===== config.mk =====
export PLATFORM = sky130hd
export DESIGN_NAME = mux_rr_arbiter
export DESIGN_NICKNAME = d
export VERILOG_FILES = /design/src/rtl/mux_rr_arbiter.sv
export SDC_FILE = /design/constraint.sdc
export NUM_CORES = 1
export LEC_CHECK = 0
export CAP_MARGIN = 20
export CORE_MARGIN = 2
export CORE_UTILIZATION = 35
export CTS_BUF_LIST = sky130_fd_sc_hd__clkbuf_16
export CTS_CLUSTER_DIAMETER = 120
export CTS_CLUSTER_SIZE = 30
export DETAILED_ROUTE_END_ITERATION = 8
export PLACE_DENSITY_LB_ADDON = 0.05
export SLEW_MARGIN = 20
export SYNTH_ARGS = -nofsm -noshare
export SYNTH_HDL_FRONTEND = slang
export SYNTH_SLANG_ARGS = --single-unit

===== constraint.sdc =====
create_clock -name clk -period 1.7 [get_ports clk]
set_clock_uncertainty 0.15 [all_clocks]
set_input_delay 0.51 -clock clk [delete_from_list [all_inputs] [get_ports clk]]
set_output_delay 0.51 -clock clk [all_outputs]
set_load 0.02 [all_outputs]

===== src/rtl/mux_rr_arbiter.sv =====
// mux_rr_arbiter: round-robin arbiter and select controller for a shared
// N:1 data mux. One owner at a time; the owner keeps the grant while its
// req stays high, then one IDLE turnaround cycle precedes the next grant.
// Optional feature macro: ARB_TIMEOUT_EN (forced revoke after MAX_HOLD
// OWN cycles when another requester is waiting).
module mux_rr_arbiter #(
  parameter int N_REQ    = 4,
  parameter int DATA_W   = 8,
  parameter int MAX_HOLD = 15
) (
  input  logic                       clk,
  input  logic                       rst_n,
  input  logic [N_REQ-1:0]           req,
  input  logic [N_REQ*DATA_W-1:0]    data_in,
  output logic [N_REQ-1:0]           gnt,
  output logic [$clog2(N_REQ)-1:0]   sel,
  output logic [DATA_W-1:0]          data_out,
  output logic                       out_valid,
  output logic                       busy
);

  localparam int SEL_W = $clog2(N_REQ);
  localparam logic [N_REQ-1:0] GNT_LSB = {{(N_REQ-1){1'b0}}, 1'b1};
  localparam logic [SEL_W-1:0] LAST_RST = SEL_W'(N_REQ - 1);

  if (N_REQ < 2 || MAX_HOLD < 1) begin : g_bad_params
    $error("mux_rr_arbiter: N_REQ must be >= 2 and MAX_HOLD >= 1");
  end

  typedef enum logic {
    IDLE = 1'b0,
    OWN  = 1'b1
  } state_t;

  state_t            state, state_d;
  logic [SEL_W-1:0]  last_ptr;
  logic [SEL_W-1:0]  pick_idx;
  logic [SEL_W-1:0]  cand;
  logic              pick_found;
  logic              take_grant;
  logic              release_own;
  logic              timeout_hit;
  logic [DATA_W-1:0] lane [N_REQ];
  logic [DATA_W-1:0] sel_data;

  for (genvar i = 0; i < N_REQ; i++) begin : g_lane
    assign lane[i] = data_in[i*DATA_W +: DATA_W];
  end

  assign sel_data = lane[sel];
  assign busy     = (state == OWN);

  // Round-robin pick: first set req bit scanning upward from last_ptr+1, wrapping.
  always_comb begin
    pick_found = 1'b0;
    pick_idx   = '0;
    cand       = '0;
    for (int unsigned k = 1; k <= N_REQ; k++) begin
      cand = SEL_W'((32'(last_ptr) + k) % N_REQ);
      if (!pick_found && req[cand]) begin
        pick_found = 1'b1;
        pick_idx   = cand;
      end
    end
  end

`ifdef ARB_TIMEOUT_EN
  localparam int HC_W = $clog2(MAX_HOLD + 1);
  localparam logic [HC_W-1:0] HOLD_MAX = HC_W'(MAX_HOLD);

  logic [HC_W-1:0] hold_cnt;

  // Hold counter: zero outside OWN (so it starts at 0 on entry), saturates at MAX_HOLD.
  always_ff @(posedge clk or negedge rst_n) begin
    if (!rst_n) begin
      hold_cnt <= '0;
    end else if (state != OWN) begin
      hold_cnt <= '0;
    end else if (hold_cnt != HOLD_MAX) begin
      hold_cnt <= hold_cnt + HC_W'(1);
    end
  end

  assign timeout_hit = (hold_cnt == HOLD_MAX) && (|(req & ~gnt));
`else
  assign timeout_hit = 1'b0;
`endif

  // State register.
  always_ff @(posedge clk or negedge rst_n) begin
    if (!rst_n) begin
      state <= IDLE;
    end else begin
      state <= state_d;
    end
  end

  // Next-state decode and grant/release strobes.
  always_comb begin
    state_d     = state;
    take_grant  = 1'b0;
    release_own = 1'b0;
    case (state)
      IDLE: begin
        if (pick_found) begin
          state_d    = OWN;
          take_grant = 1'b1;
        end
      end
      OWN: begin
        if (!req[sel] || timeout_hit) begin
          state_d     = IDLE;
          release_own = 1'b1;
        end
      end
      default: state_d = IDLE;
    endcase
  end

  // Grant, select, rotation pointer and registered mux output.
  always_ff @(posedge clk or negedge rst_n) begin
    if (!rst_n) begin
      gnt       <= '0;
      sel       <= '0;
      last_ptr  <= LAST_RST;
      data_out  <= '0;
      out_valid <= 1'b0;
    end else if (take_grant) begin
      gnt <= GNT_LSB << pick_idx;
      sel <= pick_idx;
    end else if (release_own) begin
      // data_out keeps the last owner word; sel is left pointing at it.
      gnt       <= '0;
      last_ptr  <= sel;
      out_valid <= 1'b0;
    end else if (state == OWN) begin
      data_out  <= sel_data;
      out_valid <= 1'b1;
    end
  end

endmodule


==> results of run 1 <==
==> Yosys cell counts (all sizes together) <==
master	instances
dfrtp	16
mux2	10
mux4	9
nand3	8
o211ai	4
o21ai	4
nand2b	3
nor2	3
a21boi	2
a21oi	2
clkbuf	2
dfstp	2
inv	2
nand2	2
and3b	1
buf	1
mux2i	1
nor2b	1
nor3	1
nor4	1
o21a	1
o22a	1
or3	1
==> report_power, final <==
| group | internal (µW) | switching, µW |
|---|---|---|
| registers | 669 | 156 |
| logic | 1080 | 834 |
| clock network | 312 | 154 |
==> worst max-delay path: stages <==
cell             delay (ps)
clkdlybuf4s15_1         180
mux4_2                  520
buf_6                   140
nand2b_4                150
mux2_4                  300
==> sequential cells by signal, summed over array words and instances (netlist names) <==
name / count
out_valid: 1
sel: 2
data_out: 8
busy: 1
gnt: 4
last_ptr: 2
==> kinds of logic after synthesis <==
| kind of cell | Yosys count | share of synthesized area (%) |
|---|---|---|
| flip-flops | 18 | 44.25 |
| buffers and inverters | 5 | 1.956 |
| multiplexers | 20 | 32.52 |
| AO/OA/AOI/OAI | 14 | 8.924 |
| AND/OR/NAND/NOR | 21 | 12.35 |
==> per-layer routing <==
metal	wire length [µm]	GRT usage, %	share of wire, %
met5	0	0	0
met4	24	3.987	0.89
met3	177	4.688	6.6
met2	1401	31.33	52
met1	1096	22.98	41
==> timing repair <==
| item | CTS | global route |
|---|---|---|
| endpoints found under the setup margin | 34 | 17 |
| buffers inserted | 4 | 0 |
| gates resized for setup | 41 | 3 |
| pin swaps | 1 | 5 |
==> cell type report <==
type / instances / share of cell area [%]
clock buffers: 3 / 4.155
well taps: 31 / 2.147
inverters: 2 / 0.4155
flip-flops and latches: 18 / 25.14
clock inverters: 1 / 0.2078
multi-input cells: 55 / 32.62
repair buffers: 68 / 35.32
==> metrics by stage <==
step,util [%],instance area [µm²]
2_1_floorplan,-,1030
5_1_grt,65.52,1807
6_report,65.52,1807
3_5_place_dp,60.53,1669
4_1_cts,65.34,1802
3_3_place_gp,60.53,1669
==> worst paths after layout <==
check / depth (start not counted) / startpoint / end
hold reg to reg: 1 / data_out[6]$_DFFE_PN0P_ / data_out[6]$_DFFE_PN0P_
min in group asynchronous: 2 / rst_n / gnt[2]$_DFFE_PN0P_
setup / recovery: 5 / req[2] / last_ptr[1]$_DFFE_PN1P_
max in group asynchronous: 2 / rst_n / last_ptr[1]$_DFFE_PN1P_
hold / removal: 1 / data_out[6]$_DFFE_PN0P_ / data_out[6]$_DFFE_PN0P_
setup reg to reg: 4 / sel[0]$_DFFE_PN0P_ / last_ptr[1]$_DFFE_PN1P_
==> run_results.csv, run 1 <==
group,metric,value,unit
power_and_ir_drop,leakage,0.0008065,µW
timing,final_max_slew_viol_count,0,
timing,fmax,561.1,MHz
timing,finalCritPeriodShare,104.8,%
run_status,violations,"setup timing",
routing,detail_route.iter0.violations,21,
floorplan,coreArea,2758,µm²
min_path,hold_class,"flip-flop to flip-flop",
synthesis,ys_seq_area_share,44.25,%
power_and_ir_drop,power_density,1771,nW/µm²
synthesis,synth_seq_cells,18,
synthesis,synth_top_cell_area_share,39.12,%
cts,htree_num_levels,1,
timing,maxSlewHeadroom,78.55,%
finish,instances_no_fill,178,
global_routing,grt_pass1_wl,4.609,mm
finish,fillers,228,
cts,postCtsHoldBufs,0,
place,dpl.cell_count,170,
timing,setup_viol,10,
worst_setup_path,crit_path_max_fanout,3,
worst_setup_path,ff2ff_setup_slack,-70,ps
timing,holdWs,354.6,ps
place,dp_slack,-643.5,ps
finish,antennaDiodeCount,0,
floorplan,die_x,58.08,µm
timing,worst_pin_slew,318.4,ps
routing,remaining_drc_errors,0,
run_status,outcome,"finished with violations",
finish,final_common_cell,"clkdlybuf4s50_1",
floorplan,num_io_pins,54,
synthesis,synth_area_per_cell,13.12,µm²
timing,period_needed,1782,ps
worst_setup_path,cp-end-kind,"flip-flop",
finish,fin_nets,186,
global_routing,antenna_found_initial,0,
finish,final_cell_mix,"clkdlybuf4s50_1, dfrtp_1, dlygate4sd2_1",
finish,layout-drive-gt1-share,31.29,%
worst_setup_path,worstPathRequired,1720,ps
routing,drt-total-wl,2.700,mm
flow_run,max-cap-violations,0,
floorplan,dieArea,3373,µm²
routing,vias,948,
place,portBuffers,53,
cts,insertion_delay,250,ps
worst_setup_path,worstPathArrival,1800,ps
synthesis,yosysWarnings,0,
place,place_hpwl,2.086,mm
cts,cts.clk_slew.worst_paths,50,ps
routing,final_antenna_net_count,0,
global_routing,overflow,0,
floorplan,die_h,58.08,µm
global_routing,grt_usage,18.16,%
timing,report.final.hold_viol_count,0,
cts,clockBufferDepth,2,
finish,multi_input_area,589.3,µm²
power_and_ir_drop,ir_drop,1344,µV
global_routing,grt_pass1_vias,952,
synthesis,synth.distinct_cells,26,
worst_setup_path,path_class,"primary input to flip-flop",
power_and_ir_drop,fin_total_pwr,3200,µW
synthesis,syn-num-nets,116,
floorplan,start_util,37.11,%
synthesis,syn_inst,78,
place,routabilityCongestion,0.7590,
cts,numCtsBuffers,3,
cts,cts-root-buf,"clkbuf_16",
finish,seqCellArea,454.2,µm²
timing,setup_tns,-542.4,ps
cts,tritoncts,"built",
routing,wire_per_inst,15.17,µm
global_routing,grt_max_degree,19,
finish,area_growth,76.53,%
floorplan,floorplan.rows,19,
timing,fin_ws,-82.23,ps
synthesis,synthTopCellsByArea,"dfrtp_1, mux4_2, mux2_2",
routing,firstDrtPassIters,4,
timing,rsz0062_at_grt,"yes",
routing,vias_per_cell,5.326,
synthesis,synth_top_area_cell,"dfrtp_1",
worst_setup_path,start_kind,"primary input",
synthesis,syn-cell-area,1023,µm²
cts,clkSinkCount,18,
Note: power is estimated with default switching activity, not from simulation.
==> run 2, diff against run 1 <==
--- a/config.mk
+++ b/config.mk
@@ -6,6 +6,7 @@
 export NUM_CORES = 1
 export LEC_CHECK = 0
 export CAP_MARGIN = 20
+export CORE_ASPECT_RATIO = 1.5
 export CORE_MARGIN = 2
 export CORE_UTILIZATION = 35
 export CTS_BUF_LIST = sky130_fd_sc_hd__clkbuf_16
==> run 2 against run 1 <==
The run still ends with setup timing left; non-clock buffer count decreased by 4; cell count grew 2.8%; register-to-register slack improved by 40 ps; utilization is 3.3 points lower; power is 4.5% lower; first-iteration DRC count rose by 4.8%; via count decreased by 3.2%; routed wire length rose by 7.0%; sequential share of layout area grew 0.46 points; critical path depth is 1 lower; sequential power shrank 0.8%.
==> run_results.csv, run 2 (synthesized netlist as in run 1, its figures left out) <==
group,metric,value,unit
power_and_ir_drop,leakage,0.0007851,µW
finish,instances_no_fill,183,
worst_setup_path,path_delay_family,"multiplexers",
worst_setup_path,timing.rr.start,"sel[0]$_DFFE_PN0P_",
cts,clkSinkCount,18,
worst_setup_path,path_class,"primary input to flip-flop",
power_and_ir_drop,power_density,1723,nW/µm²
place,routabilityCongestion,0.7459,
floorplan,die_h,70.23,µm
flow_run,max-cap-violations,0,
finish,final_cell_mix,"clkdlybuf4s50_1, dlygate4sd2_1, dfrtp_1",
global_routing,grt_usage,19.07,%
cts,clockBufferDepth,2,
cts,tritoncts,"built",
place,dpl.cell_count,178,
cts,htree_num_levels,1,
floorplan,coreArea,2853,µm²
routing,firstDrtPassIters,4,
routing,remaining_drc_errors,0,
finish,top_register,"data_out",
floorplan,num_io_pins,54,
timing,fmax,575.7,MHz
timing,worst_pin_slew,272.2,ps
timing,rsz0062_at_grt,"yes",
global_routing,grt_pass1_wl,4.567,mm
finish,layout-drive-gt1-share,28.47,%
timing,setup_viol,10,
worst_setup_path,start_kind,"primary input",
floorplan,dieArea,3382,µm²
place,portBuffers,53,
place,dp_slack,-552.5,ps
routing,vias_per_cell,5.016,
timing,final_max_slew_viol_count,0,
finish,area_growth,73.35,%
floorplan,die_x,48.16,µm
worst_setup_path,r2r-end,"data_out[3]$_DFFE_PN0P_",
floorplan,floorplan.rows,24,
worst_setup_path,slowest_delay,560,ps
cts,insertion_delay,250,ps
timing,fin_ws,-36.92,ps
run_status,violations,"setup timing",
min_path,min_path_cells,1,
finish,largestRegisters,"data_out (8), gnt (4)",
worst_setup_path,cpMaxStageDelayCell,"mux4_2",
worst_setup_path,worstPathRequired,1680,ps
global_routing,overflow,0,
cts,numCtsBuffers,3,
power_and_ir_drop,ir_drop,988.0,µV
min_path,holdCritStartpoint,"data_out[2]$_DFFE_PN0P_",
worst_setup_path,critPathBufInv,1,
place,placedInstanceArea,1679,µm²
timing,report.final.hold_viol_count,0,
timing,holdWs,351.9,ps
place,place_hpwl,2.223,mm
worst_setup_path,worstPathArrival,1720,ps
worst_setup_path,rr_worst_depth,3,
worst_setup_path,cp-end-kind,"flip-flop",
global_routing,grt_pass1_vias,1000,
worst_setup_path,crit_chain,"clkdlybuf4s15_1 -> mux4_2 -> nand2_4 -> mux2_4",
finish,fin_nets,183,
routing,wire_per_inst,15.79,µm
finish,final_common_cell,"clkdlybuf4s50_1",
routing,detail_route.iter0.violations,22,
finish,antennaDiodeCount,0,
worst_setup_path,ff2ff_setup_slack,-30,ps
finish,fin_area,1774,µm²
global_routing,antenna_found_initial,0,
run_status,outcome,"finished with violations",
worst_setup_path,crit_path_max_fanout,5,
routing,final_antenna_net_count,0,
timing,maxSlewHeadroom,81.70,%
floorplan,start_util,35.88,%
min_path,min_to,"data_out[2]$_DFFE_PN0P_",
timing,finalCritPeriodShare,102.2,%
cts,cts-root-buf,"clkbuf_16",
timing,period_needed,1737,ps
finish,largest_reg_flops,8,
routing,vias,918,
min_path,hold_class,"flip-flop to flip-flop",
routing,drt-total-wl,2.890,mm
cts,cts.clk_slew.worst_paths,50,ps
global_routing,grt_max_degree,19,
[run 2: cell types whose count changed in the layout (fill, tap and decap cells not counted)]
cell           previous run  this run
a21boi_2                  1         0
dlygate4sd2_1            15        16
buf_12                    1         0
buf_6                     3         0
clkbuf_2                  0         1
a21boi_0                  1         2
nand2_4                   1         2
buf_2                     2         0
[run 2: power by group]
part / internal, µW / total [µW] / leakage, µW / switching, µW
combinational: 940 / 1780 / 0.000533 / 835
clock: 312 / 463 / 0.0000385 / 151
sequential: 669 / 818 / 0.000214 / 149
total: 1920 / 3060 / 0.000785 / 1140
[run 2: worst max-delay path by stage]
stage	to	slack (ps)	startpoint	cells past startpoint
after global routing	data_out[3]$_DFFE_PN0P_	-100	sel[0]$_DFFE_PN0P_	3
final	data_out[3]$_DFFE_PN0P_	-40	req[3]	4
after global placement	data_out[2]$_DFFE_PN0P_	-510	req[3]	4
after CTS	data_out[3]$_DFFE_PN0P_	-60	sel[0]$_DFFE_PN0P_	3
after detailed placement	data_out[3]$_DFFE_PN0P_	-550	req[3]	4
after floorplan	data_out[0]$_DFFE_PN0P_	-80	req[3]	3
[run 2: per-stage QoR]
step | TNS, ps | utilization [%] | total power (µW)
after floorplan | -689.6 | - | 1853
final | -237.8 | 62.19 | 3057
after global routing | -884.6 | 62.19 | 3260
after detailed placement | -8414 | 58.86 | 2602
after CTS | -357.2 | 62.37 | 3099
after global placement | -7939 | 58.86 | 2563
[run 2: timing repair]
item	in CTS	in global routing
buffers inserted	0	0
pin swaps	2	1
gates cloned	1	0
gates resized for setup	33	2
endpoints found under the setup margin	34	14
hold buffers	0	0
[run 2: final cells by class]
cell class	count	area, µm²
repair buffers	64	588.1
multi-input cells	56	596.8
well taps	39	48.80
clock buffers	3	75.07
clock inverters	1	3.754
flip-flops and latches	18	454.2
inverters	2	7.507
fillers	241	1079
[run 2: metal layers]
metal	GRT usage (%)	up-vias	part of all wire, %
met2	33.19	37	53
met5	0	-	0
met3	3.101	4	7.0
met1	22.50	442	39
li1	-	435	-
met4	5.405	0	1.1
==> run 3, diff against run 2 <==
--- a/config.mk
+++ b/config.mk
@@ -14,6 +14,7 @@
 export CTS_CLUSTER_SIZE = 30
 export DETAILED_ROUTE_END_ITERATION = 8
 export PLACE_DENSITY_LB_ADDON = 0.05
+export SKIP_CTS_REPAIR_TIMING = 1
 export SLEW_MARGIN = 20
 export SYNTH_ARGS = -nofsm -noshare
 export SYNTH_HDL_FRONTEND = slang
==> run 3 against run 2 <==
Critical path type is now flip-flop to flip-flop; power grew 3.9%; maximum frequency is 0.97% lower; the flow still finishes with violations (setup timing); via count is 0.98% higher; critical path depth down 1.
==> run_results.csv, run 3 (synthesized netlist as in run 1, its figures left out) <==
group,metric,value,unit
floorplan,num_io_pins,54,
floorplan,die_x,48.16,µm
global_routing,grt_pass1_wl,4.409,mm
global_routing,overflow,0,
timing,fin_ws,-53.93,ps
flow_run,max-cap-violations,0,
routing,vias_per_cell,5.066,
run_status,violations,"setup timing",
cts,tritoncts,"built",
timing,rsz0062_at_grt,"yes",
power_and_ir_drop,p_comb_share,59.4,%
power_and_ir_drop,p_sw,1149,µW
timing,worst_pin_slew,262.5,ps
floorplan,coreArea,2853,µm²
timing,setup_viol,10,
cts,clockBufferDepth,2,
timing,holdWs,352.5,ps
finish,top_register,"data_out",
finish,largestRegisters,"data_out (8), gnt (4)",
finish,fillers,224,
cts,cts-root-buf,"clkbuf_16",
worst_setup_path,cpMaxStageDelayCell,"mux4_2",
cts,numCtsBuffers,3,
worst_setup_path,cp-end-kind,"flip-flop",
min_path,hold_class,"flip-flop to flip-flop",
floorplan,dieArea,3382,µm²
routing,vias,927,
global_routing,grt_usage,18.34,%
worst_setup_path,critPathBufInv,0,
timing,fmax,570.1,MHz
floorplan,floorplan.rows,24,
finish,final_util,64.96,%
finish,fin_area,1853,µm²
finish,area_growth,81.05,%
global_routing,antenna_found_initial,0,
worst_setup_path,crit_chain,"mux4_2 -> nand2_4 -> mux2_4",
timing,setup_tns,-357.2,ps
finish,antennaDiodeCount,0,
power_and_ir_drop,seqPwrFrac,25.8,%
cts,clkSinkCount,18,
routing,wire_per_inst,16.13,µm
power_and_ir_drop,ir_drop,1061,µV
routing,detail_route.iter0.violations,22,
cts,insertion_delay,250,ps
worst_setup_path,worstPathRequired,1680,ps
worst_setup_path,path_delay_family,"multiplexers",
finish,final_common_cell,"clkdlybuf4s50_1",
timing,final_max_slew_viol_count,0,
power_and_ir_drop,power_density,1714,nW/µm²
routing,remaining_drc_errors,0,
cts,htree_num_levels,1,
power_and_ir_drop,clockPowerShare,14.8,%
timing,report.final.hold_viol_count,0,
timing,maxSlewHeadroom,82.35,%
finish,fin_nets,183,
worst_setup_path,slowest_delay,610,ps
place,place_hpwl,2.223,mm
routing,drt-total-wl,2.952,mm
worst_setup_path,crit_path_max_fanout,5,
worst_setup_path,start_kind,"flip-flop",
timing,period_needed,1754,ps
run_status,outcome,"finished with violations",
finish,largest_reg_flops,8,
routing,final_antenna_net_count,0,
place,routabilityCongestion,0.7459,
finish,layout-drive-gt1-share,27.78,%
finish,final_cell_mix,"clkdlybuf4s50_1, dlymetal6s2s_1, dfrtp_1",
global_routing,grt_max_degree,19,
power_and_ir_drop,swShare,36.18,%
place,portBuffers,53,
routing,firstDrtPassIters,4,
floorplan,start_util,35.88,%
place,placedInstanceArea,1679,µm²
floorplan,die_h,70.23,µm
timing,finalCritPeriodShare,103.2,%
global_routing,grt_pass1_vias,991,
power_and_ir_drop,leakage,0.0009636,µW
power_and_ir_drop,internal_power,2027,µW
worst_setup_path,worstPathArrival,1730,ps
cts,cts.clk_slew.worst_paths,50,ps
worst_setup_path,path_class,"flip-flop to flip-flop",
==> run 3: cell count changes in the layout (fill, tap and decap cells not counted), sizes merged <==
cell / delta
clkbuf: -1
dlygate4sd2: -16
clkdlybuf4s15: -3
dlymetal6s2s: +20
==> run 3: path summary, 6_finish.rpt <==
kind                                          from                 endpoint  slack (ps)  depth (start not counted)
max                             sel[0]$_DFFE_PN0P_  data_out[7]$_DFFE_PN0P_         -50                          3
min                        data_out[2]$_DFFE_PN0P_  data_out[2]$_DFFE_PN0P_         350                          1
min reg2reg                data_out[2]$_DFFE_PN0P_  data_out[2]$_DFFE_PN0P_         350                          1
min in group asynchronous                    rst_n  data_out[2]$_DFFE_PN0P_         460                          2
max in group asynchronous                    rst_n  last_ptr[1]$_DFFE_PN1P_         670                          2
max reg2reg                     sel[0]$_DFFE_PN0P_  data_out[7]$_DFFE_PN0P_         -50                          3
==> run 3: per-layer routing <==
layer  track usage, %  vias to the layer above  share of wire [%]
li1                 -                      437                  -
met1            20.47                      449                 38
met2            32.75                       37                 54
met3            3.101                        4                6.5
met4            5.405                        0                1.1
met5                0                        -                  0
==> run 3: final cells by class <==
type                            count  area (µm²)  share of cell area [%]
Clock buffer                        3       75.07                   4.051
Inverter                            2       7.507                  0.4051
Sequential cell                    18       454.2                   24.51
Clock inverter                      1       3.754                  0.2026
Tap cell                           39       48.80                   2.633
Timing Repair Buffer               64       666.9                   35.99
Multi-Input combinational cell     56       596.8                   32.21
==> run 3: power groups by stage <==
| stage | Sequential (µW) | Combinational (µW) | Clock, µW |
|---|---|---|---|
| 3_5_place_dp | 829 | 1770 | 0 |
| 2_1_floorplan | 1040 | 812 | 0 |
| 4_1_cts | 822 | 1780 | 478 |
| 6_report | 819 | 1890 | 470 |
| 5_1_grt | 855 | 2020 | 492 |
| 3_3_place_gp | 822 | 1740 | 0 |
==> run 3: through the flow <==
step                      power, µW  worst slack [ps]  instances
after CTS                      3079            -286.1        182
final                          3176            -53.93        183
after global placement         2563            -511.0        178
after detailed placement       2602            -552.5        178
after floorplan                1853            -75.49         78
after global routing           3371            -123.0        183
